===== src/rtl/rnn_host_master.sv =====
//============================================================================
// Module   : rnn_host_master
// Purpose  : Memory-mapped initiator for the rnn accelerator slave port.
//            Loads a stream of parameter words to consecutive accelerator
//            addresses, kicks the accelerator, polls status until done and
//            fetches the result word.
// Revision : 1.0 - initial release
//----------------------------------------------------------------------------
// Ports
//   clk, rst_n          clock, asynchronous active-low reset
//   start               one-cycle command pulse (honoured only in IDLE)
//   dst_base[31:0]      first accelerator address for stream words
//   word_count[15:0]    number of stream words to load
//   busy                high from accepted start until return to IDLE
//   s_valid/s_ready     stream word handshake
//   s_data[31:0]        stream word
//   m_read/m_write      one-cycle strobes to the accelerator
//   m_addr[31:0]        word address
//   m_wdata[31:0]       write data
//   m_rdata[31:0]       read data, valid RD_LAT cycles after m_read
//   result[31:0]        last fetched result, held until the next fetch
//   result_valid        one-cycle pulse when result updates
//   error               sticky poll-timeout flag
// Build option
//   RNN_HOST_POLL_TIMEOUT_EN : bound polling to TIMEOUT attempts; without it
//                              polling is unbounded and error stays 0.
//============================================================================
`default_nettype none

module rnn_host_master #(
  parameter logic [31:0] CTRL_ADDR   = 32'h0000_1000,
  parameter logic [31:0] STATUS_ADDR = 32'h0000_1004,
  parameter logic [31:0] RESULT_ADDR = 32'h0000_1008,
  parameter int unsigned RD_LAT      = 1,
  parameter int unsigned POLL_GAP    = 4,
  parameter int unsigned TIMEOUT     = 65535
) (
  input  logic        clk,
  input  logic        rst_n,
  input  logic        start,
  input  logic [31:0] dst_base,
  input  logic [15:0] word_count,
  output logic        busy,
  input  logic        s_valid,
  output logic        s_ready,
  input  logic [31:0] s_data,
  output logic        m_read,
  output logic        m_write,
  output logic [31:0] m_addr,
  output logic [31:0] m_wdata,
  input  logic [31:0] m_rdata,
  output logic [31:0] result,
  output logic        result_valid,
  output logic        error
);

  typedef enum logic [2:0] {
    S_IDLE  = 3'd0,
    S_LOAD  = 3'd1,
    S_KICK  = 3'd2,
    S_POLL  = 3'd3,
    S_PWAIT = 3'd4,
    S_GAP   = 3'd5,
    S_FETCH = 3'd6,
    S_FWAIT = 3'd7
  } state_t;

  state_t      state;
  logic [31:0] base_q;
  logic [15:0] count_q;
  logic [15:0] idx;
  logic [31:0] cnt;        // shared read-latency / poll-gap counter

`ifdef RNN_HOST_POLL_TIMEOUT_EN
  logic [31:0] poll_cnt;
`else
  logic [31:0] unused_timeout;
  assign unused_timeout = TIMEOUT;
`endif

  // Bus strobes are registered on the edge that enters the state owning the
  // transfer, so the strobe is visible for exactly the cycle spent in
  // KICK / POLL / FETCH. The one exception is the LOAD->KICK hand-off: the
  // final stream write occupies the cycle after the last handshake, so the
  // control write is launched one cycle later when idx reaches count_q.
  always_ff @(posedge clk or negedge rst_n) begin
    if (!rst_n) begin
      state        <= S_IDLE;
      base_q       <= '0;
      count_q      <= '0;
      idx          <= '0;
      cnt          <= '0;
      busy         <= 1'b0;
      s_ready      <= 1'b0;
      m_read       <= 1'b0;
      m_write      <= 1'b0;
      m_addr       <= '0;
      m_wdata      <= '0;
      result       <= '0;
      result_valid <= 1'b0;
      error        <= 1'b0;
`ifdef RNN_HOST_POLL_TIMEOUT_EN
      poll_cnt     <= '0;
`endif
    end else begin
      m_read       <= 1'b0;
      m_write      <= 1'b0;
      result_valid <= 1'b0;

      case (state)
        S_IDLE: begin
          if (start) begin
            base_q  <= dst_base;
            count_q <= word_count;
            idx     <= '0;
            error   <= 1'b0;
            busy    <= 1'b1;
`ifdef RNN_HOST_POLL_TIMEOUT_EN
            poll_cnt <= '0;
`endif
            if (word_count == 16'd0) begin
              state   <= S_KICK;
              m_write <= 1'b1;
              m_addr  <= CTRL_ADDR;
              m_wdata <= 32'd1;
            end else begin
              state   <= S_LOAD;
              s_ready <= 1'b1;
            end
          end
        end

        S_LOAD: begin
          if (s_valid && s_ready) begin
            m_write <= 1'b1;
            m_addr  <= base_q + {16'd0, idx};
            m_wdata <= s_data;
            idx     <= idx + 16'd1;
            // idx < count_q here, so idx+1 cannot wrap
            if (idx + 16'd1 == count_q) begin
              s_ready <= 1'b0;
            end
          end else if (idx == count_q) begin
            state   <= S_KICK;
            m_write <= 1'b1;
            m_addr  <= CTRL_ADDR;
            m_wdata <= 32'd1;
          end
        end

        S_KICK: begin
          state  <= S_POLL;
          m_read <= 1'b1;
          m_addr <= STATUS_ADDR;
        end

        S_POLL: begin
          state <= S_PWAIT;
          cnt   <= 32'd1;
`ifdef RNN_HOST_POLL_TIMEOUT_EN
          poll_cnt <= poll_cnt + 32'd1;
`endif
        end

        S_PWAIT: begin
          if (cnt >= RD_LAT) begin
            if (m_rdata[0]) begin
              state  <= S_FETCH;
              m_read <= 1'b1;
              m_addr <= RESULT_ADDR;
            end
`ifdef RNN_HOST_POLL_TIMEOUT_EN
            else if (poll_cnt >= TIMEOUT) begin
              error <= 1'b1;
              busy  <= 1'b0;
              state <= S_IDLE;
            end
`endif
            else if (POLL_GAP == 0) begin
              state  <= S_POLL;
              m_read <= 1'b1;
              m_addr <= STATUS_ADDR;
            end else begin
              state <= S_GAP;
              cnt   <= 32'd1;
            end
          end else begin
            cnt <= cnt + 32'd1;
          end
        end

        S_GAP: begin
          if (cnt >= POLL_GAP) begin
            state  <= S_POLL;
            m_read <= 1'b1;
            m_addr <= STATUS_ADDR;
          end else begin
            cnt <= cnt + 32'd1;
          end
        end

        S_FETCH: begin
          state <= S_FWAIT;
          cnt   <= 32'd1;
        end

        S_FWAIT: begin
          // result_valid high means the result was captured last cycle;
          // this is the cycle that drops busy and returns to IDLE.
          if (result_valid) begin
            busy  <= 1'b0;
            state <= S_IDLE;
          end else if (cnt >= RD_LAT) begin
            result       <= m_rdata;
            result_valid <= 1'b1;
          end else begin
            cnt <= cnt + 32'd1;
          end
        end

        default: state <= S_IDLE;
      endcase
    end
  end

endmodule

`default_nettype wire


===== config.mk =====
export PLATFORM = sky130hd
export DESIGN_NAME = rnn_host_master
export DESIGN_NICKNAME = d
export VERILOG_FILES = /design/src/rtl/rnn_host_master.sv
export SDC_FILE = /design/constraint.sdc
export NUM_CORES = 1
export LEC_CHECK = 0
export CAP_MARGIN = 40
export CORE_MARGIN = 1
export CORE_UTILIZATION = 46
export CTS_CLUSTER_DIAMETER = 40
export DETAILED_ROUTE_END_ITERATION = 8
export GPL_TIMING_DRIVEN = 0
export PLACE_DENSITY = 0.79
export RECOVER_POWER = 50
export SYNTH_ARGS = -nofsm -noshare
export SYNTH_HDL_FRONTEND = slang
export SYNTH_SLANG_ARGS = --single-unit
export TNS_END_PERCENT = 20

===== constraint.sdc =====
create_clock -name clk -period 2.15 [get_ports clk]
set_input_delay 0.3225 -clock clk [delete_from_list [all_inputs] [get_ports clk]]
set_output_delay 0.3225 -clock clk [all_outputs]
set_load 0.01 [all_outputs]

==> Word-level counts from Yosys, hierarchy flattened <==
Index checks and enable logic that the tools add are counted.
{ "word_totals": {"ff_bits": 200, "elab_cells": 112} }
{ "op_classes": {"addsub": 3, "order_cmp": 2, "n_eq_ne": 25, "muxes": 51, "n_bitwise": 1, "n_reduce_logical": 17} }
{ "ops": {"columns": ["cell", "n"], "rows": [
  ["two-way mux 32 bit", 16],
  ["one-hot mux 32 bit (5 select lines)", 1],
  ["one-hot mux 32 bit (4 select lines)", 1],
  ["one-hot mux 32 bit (2 select lines)", 1],
  ["adder 32 x 1 -> 32 bit, second input constant", 1],
  ["adder 32 x 16 -> 32 bit", 1],
  ["== test 16 bit", 2],
  ["greater-or-equal comparator 32 x 1 -> 1 bit, second input constant", 1],
  ["greater-or-equal comparator 32 x 3 -> 1 bit, second input constant", 1],
  ["two-way mux 16 bit", 2],
  ["one-hot mux 16 bit (2 select lines)", 1],
  ["inequality test 2 bit, second input constant", 14],
  ["one-hot mux 3 bit (8 select lines)", 1],
  ["two-way mux 3 bit", 6],
  ["adder 16 x 1 -> 16 bit, second input constant", 1],
  ["zero test 16 bit", 1],
  ["two-way mux 1 bit", 16],
  ["== test 3 bit, second input constant", 4],
  ["AND reduction 5 bit", 2],
  ["AND reduction 3 bit", 3],
  ["AND reduction 7 bit", 1],
  ["== test 3 x 2 -> 1 bit, second input constant", 2],
  ["inequality test 3 bit, second input constant", 2],
  ["one-hot mux 1 bit (2 select lines)", 3],
  ["other kinds (13)", 15]
]} }

==> Longest topological paths before layout <==
{ "logic_depth": {"word_depth": 5, "depth_mapped": 10} }

==> Worst setup path after synthesis <==
Ideal clock, no wire load.
{ "synth_timing": {"path_kind": "register to register", "from": "reg idx[13]", "to": "reg m_addr[30]", "setup_ps": 131, "t_arrival_ps": 2261, "setup_slack_ps": -242, "stages_incl_launch_ff": 10, "path_buffers": 1, "cell_sequence": "dfrtp_1 > ha_1 > clkbuf_1 > a21oi_1 > nor2b_1 > nor4_1 > a21oi_1 > nand3_1 > and3_1 > or3_1"} }
{ "synth_between": {"elab_chain_cells": 3, "elab_cells_between_ends": 6, "classes_between": "add/sub: 1; eq/ne: 2; mux: 2; reduce/logical: 1"} }
{ "synth_lines": {"columns": ["element", "line_no", "rtl"], "rows": [
  ["from (decl)", "71", "logic [15:0] idx;"],
  ["from (signal assigned)", "138", "idx <= idx + 16'd1;"],
  ["adder 32 x 16 -> 32 bit or == test 16 bit (tied branches)", "136, 143", null],
  ["two-way mux 32 bit or inequality test 3 bit (tied branches)", null, null],
  ["one-hot mux 32 bit (5 select lines) or AND reduction 7 bit (tied branches)", null, null],
  ["to (signal assigned)", "136", "m_addr <= base_q + {16'd0, idx};"],
  ["to (decl)", "49", "output logic [31:0] m_addr,"]
]} }
Several ways; a longest one is shown, not always the timed one.
A chain may end at the register's enable or synchronous reset.

==> Worst setup path after layout <==
{ "layout_timing": {"from": "reg base_q[0]", "to": "reg m_addr[14]"} }
{ "layout_between": {"elab_chain_cells": 3} }
{ "layout_lines": {"columns": ["element", "line_no", "rtl"], "rows": [
  ["from (decl)", "69", "logic [31:0] base_q;"],
  ["from (signal assigned)", "113", "base_q <= dst_base;"],
  ["adder 32 x 16 -> 32 bit", "136", null],
  ["two-way mux 32 bit", "134", "if (s_valid && s_ready) begin"],
  ["one-hot mux 32 bit (5 select lines)", "110", "case (state)"]
]} }
No other way between the ends.

==> flow_summary_export.csv <==
group,metric,value,unit
global_routing,grt_max_degree,120,
detailed_routing,vias,9052,
sta,finalMaxSlewViolations,0,
yosys,async_flop_share,100,%
placed_design,dp_hpwl,18.6,mm
final_layout,fillers,1495,
power,p_leak,6.20,nW
clock_network,cts_buffer_depth,2,
power,max-vdd-ir-drop,0.000787,V
final_layout,area_growth,45.3,%
yosys,synth.top_cell.area_share,52.1,%
final_layout,fin_nets,1475,
power,p_seq_share,35.3,%
sta,setup_viol,106,
clock_network,clock-sinks,200,
floorplan,io_pins,218,
floorplan,die-area,0.0215,mm²
setup_path,crit_family,"compound AO/OA/AOI/OAI gates",
clock_network,clkTransAtPathRegs,0.08,ns
yosys,yosys_warnings,0,
setup_path,start_kind,"flip-flop",
sta,fin_worst_skew,0.0179,ns
setup_path,end_kind,"flip-flop",
setup_path,cp_slowest_cell,"dfrtp_2",
clock_network,cts_tree,"yes",
worst_hold_path,hold_path_class,"input pin to flip-flop",
run,maxCapViolCount,0,
detailed_routing,first_pass_iters,5,
yosys,avgSynthCellArea,9.18,µm²
sta,rsz0062_at_grt,"yes",
detailed_routing,drt-initial-drc-count,801,
setup_path,cp_num_buf_inv,0,
final_layout,mostFrequentLayoutCells,"300 x nand2_1, 215 x clkdlybuf4s50_1, 189 x dfrtp_1",
clock_network,insertion_delay,0.44,ns
detailed_routing,drc_errors,0,
clock_network,clock_tree.htree_level_count,4,
global_routing,overflow,0,
yosys,synth.cell_area,0.00961,mm²
yosys,synth_cells,1047,
setup_path,worstPathArrival,2.73,ns
sta,fin_hold_ws,0.398,ns
detailed_routing,antenna_left,0,
floorplan,fp.dieW,147,µm
power,combPwrFrac,46.9,%
setup_path,worstPathRequired,2.48,ns
status,outcome,"finished with violations",
yosys,ys_seq_area_share,52.1,%
yosys,synth_nets,1185,
power,power.share.switching,38.5,%
floorplan,start_util,47.2,%
global_routing,grt_usage,26.6,%
final_layout,drive_above_1_share,17.4,%
yosys,synth_ff_type,"dfrtp_1",
power,power_per_cell_area,1250,mW/mm²
power,pwr-share-clk,17.9,%
yosys,ys_seq_elements,200,
placed_design,gp_congestion,0.898,
final_layout,antenna_cells,0,
final_layout,fin_util,68.6,%
sta,slew_headroom,25.2,%
floorplan,die_y,147,µm
yosys,ys_types,65,
clock_network,cts_buffers,17,
floorplan,rows,52,
global_routing,antenna_found_initial,0,
power,internal-power,10.7,mW
sta,period_needed,2.39,ns
final_layout,multi_input_area,0.00498,mm²
placed_design,io_buffers,216,
setup_path,cp_cell_sequence,"ha_4 -> fa_2 -> nand2_4 -> a21oi_4 -> o31ai_4 -> nand2_2 -> a21o_1 -> a211o_1 -> a32o_1",
setup_path,crit_path_max_incr_delay,0.46,ns
sta,post-route-period-util,111,%
clock_network,cts-root-buf,"clkbuf_16",
yosys,synth_edf_count,0,
floorplan,coreArea,0.0204,mm²
power,p_switching,6.69,mW
global_routing,first_global_vias,8852,
yosys,synth_area_leader_cell,"dfrtp_1",
detailed_routing,post_drt_wl_per_cell,17.9,µm
setup_path,worst-path-max-fanout,3,
sta,max_freq,418,MHz
sta,tightestPinTransition,1.12,ns
sta,hold_violations,0,
final_layout,register_area,0.00502,mm²
detailed_routing,viasPerCell,5.59,
sta,fin_ws,-0.243,ns
final_layout,layout_commonest_cell,"nand2_1",
global_routing,grt_pass1_wl,45.4,mm
yosys,synth.top_cells.by_area,"dfrtp_1 52%, nand2_1 12%, a22o_1 3.4%",
status,failed_checks,"setup timing",
detailed_routing,wl,28.9,mm
setup_path,critPathKind,"flip-flop to flip-flop",
-- tightest hold or removal path, delay by kind of cell --
| family | cells | cell delay (ns) |
|---|---|---|
| simple gates | 2 | 0.09 |
| buf+inv | 1 | 0.40 |
-- flip-flops by register name (all words and copies together), names as in the netlist --
| signal | cells |
|---|---|
| busy | 1 |
| count_q | 16 |
| result_valid | 1 |
| state | 3 |
| m_addr | 32 |
| m_write | 1 |
| cnt | 32 |
| s_ready | 1 |
| base_q | 32 |
| m_wdata | 32 |
| idx | 16 |
| m_read | 1 |
| result | 32 |
-- routing by layer --
layer  up-vias  routed length (µm)  global-route usage (%)
met2       401               13700                    42.2
met1      4392               12400                    35.8
met5         -                   0                       0
met4         0                 852                    10.1
met3        73                1940                    5.66
li1       4186                   -                       -
-- cell type report --
type	instances	area share [%]
clock buffers	18	3.07
clock inverters	14	0.949
repair buffers	275	19.2
inverters	17	0.457
plain buffers	48	2.39
well taps	270	2.42
multi-input cells	778	35.6
flip-flops and latches	200	35.9
-- cells in the mapped netlist, drive strengths merged (7+ instances only) --
| cell | count |
|---|---|
| ha | 21 |
| dfrtp | 200 |
| a31oi | 11 |
| xnor2 | 29 |
| xor2 | 26 |
| nor3 | 16 |
| a22o | 37 |
| a41oi | 7 |
| nand3 | 30 |
| and3 | 17 |
| nor2 | 72 |
| o21ai | 45 |
| nand4 | 22 |
| clkbuf | 38 |
| nor4 | 16 |
| buf | 14 |
| a21oi | 48 |
| nand2 | 303 |
| inv | 17 |
-- stage by stage --
step	instance area, µm²	worst slack, ns	std cells	power, mW	TNS, ns
finish	14000	-0.243	1620	17.4	-9.65
global route	14000	-0.347	1620	18.4	-26.27
CTS	13600	-0.222	1601	16.7	-10.95
detailed placement	12200	-0.945	1535	12.7	-68.55
global placement	12100	-7.56	1533	12.5	-1619.98
floorplan	9620	-0.203	1047	9.62	-0.714
-- power groups by stage --
stage | Clock, mW | Sequential, mW | Combinational [mW]
final | 3.11 | 6.13 | 8.16
after global routing | 3.30 | 6.29 | 8.83
after CTS | 3.12 | 6.10 | 7.46
after detailed placement | 0 | 6.08 | 6.65
after global placement | 0 | 6.06 | 6.47
after floorplan | 0 | 6.24 | 3.38
-- cells by family (layout without fill, tap and decap cells) --
logic type / count (synthesis) / after routing / share of synthesized area [%]
adder cells (fa/ha/maj): 22 / 22 / 2.94
buffers and inverters: 69 / 372 / 3.18
flip-flops: 200 / 200 / 52.1
other: 1 / 1 / 0.0390
AO/OA/AOI/OAI: 188 / 188 / 13.1
XOR/XNOR: 55 / 55 / 5.01
AND/OR/NAND/NOR: 509 / 509 / 23.3
multiplexers: 3 / 3 / 0.338
-- path summary, 6_finish.rpt --
| path | from | slack, ns | endpoint | cells past startpoint |
|---|---|---|---|---|
| hold / removal | m_rdata[31] | 0.40 | result[31]$_DFFE_PN0P_ | 3 |
| max in group asynchronous | rst_n | 0.25 | idx[6]$_DFFE_PN0P_ | 3 |
| hold reg to reg | result[12]$_DFFE_PN0P_ | 0.48 | result[12]$_DFFE_PN0P_ | 2 |
| min in group asynchronous | rst_n | 0.65 | count_q[13]$_DFFE_PN0P_ | 2 |
| setup / recovery | base_q[0]$_DFFE_PN0P_ | -0.24 | m_addr[14]$_DFFE_PN0P_ | 9 |
| setup reg to reg | base_q[0]$_DFFE_PN0P_ | -0.24 | m_addr[14]$_DFFE_PN0P_ | 9 |
-- what timing repair did --
item,4_1_cts,5_1_grt
hold buffers,1,0
buffers inserted,33,14
hold endpoints to repair,81,0
endpoints found under the setup margin,139,158
resized for setup,138,95
cloned,4,5
pin swaps,56,29
Note: power is estimated with default switching activity, not from simulation.
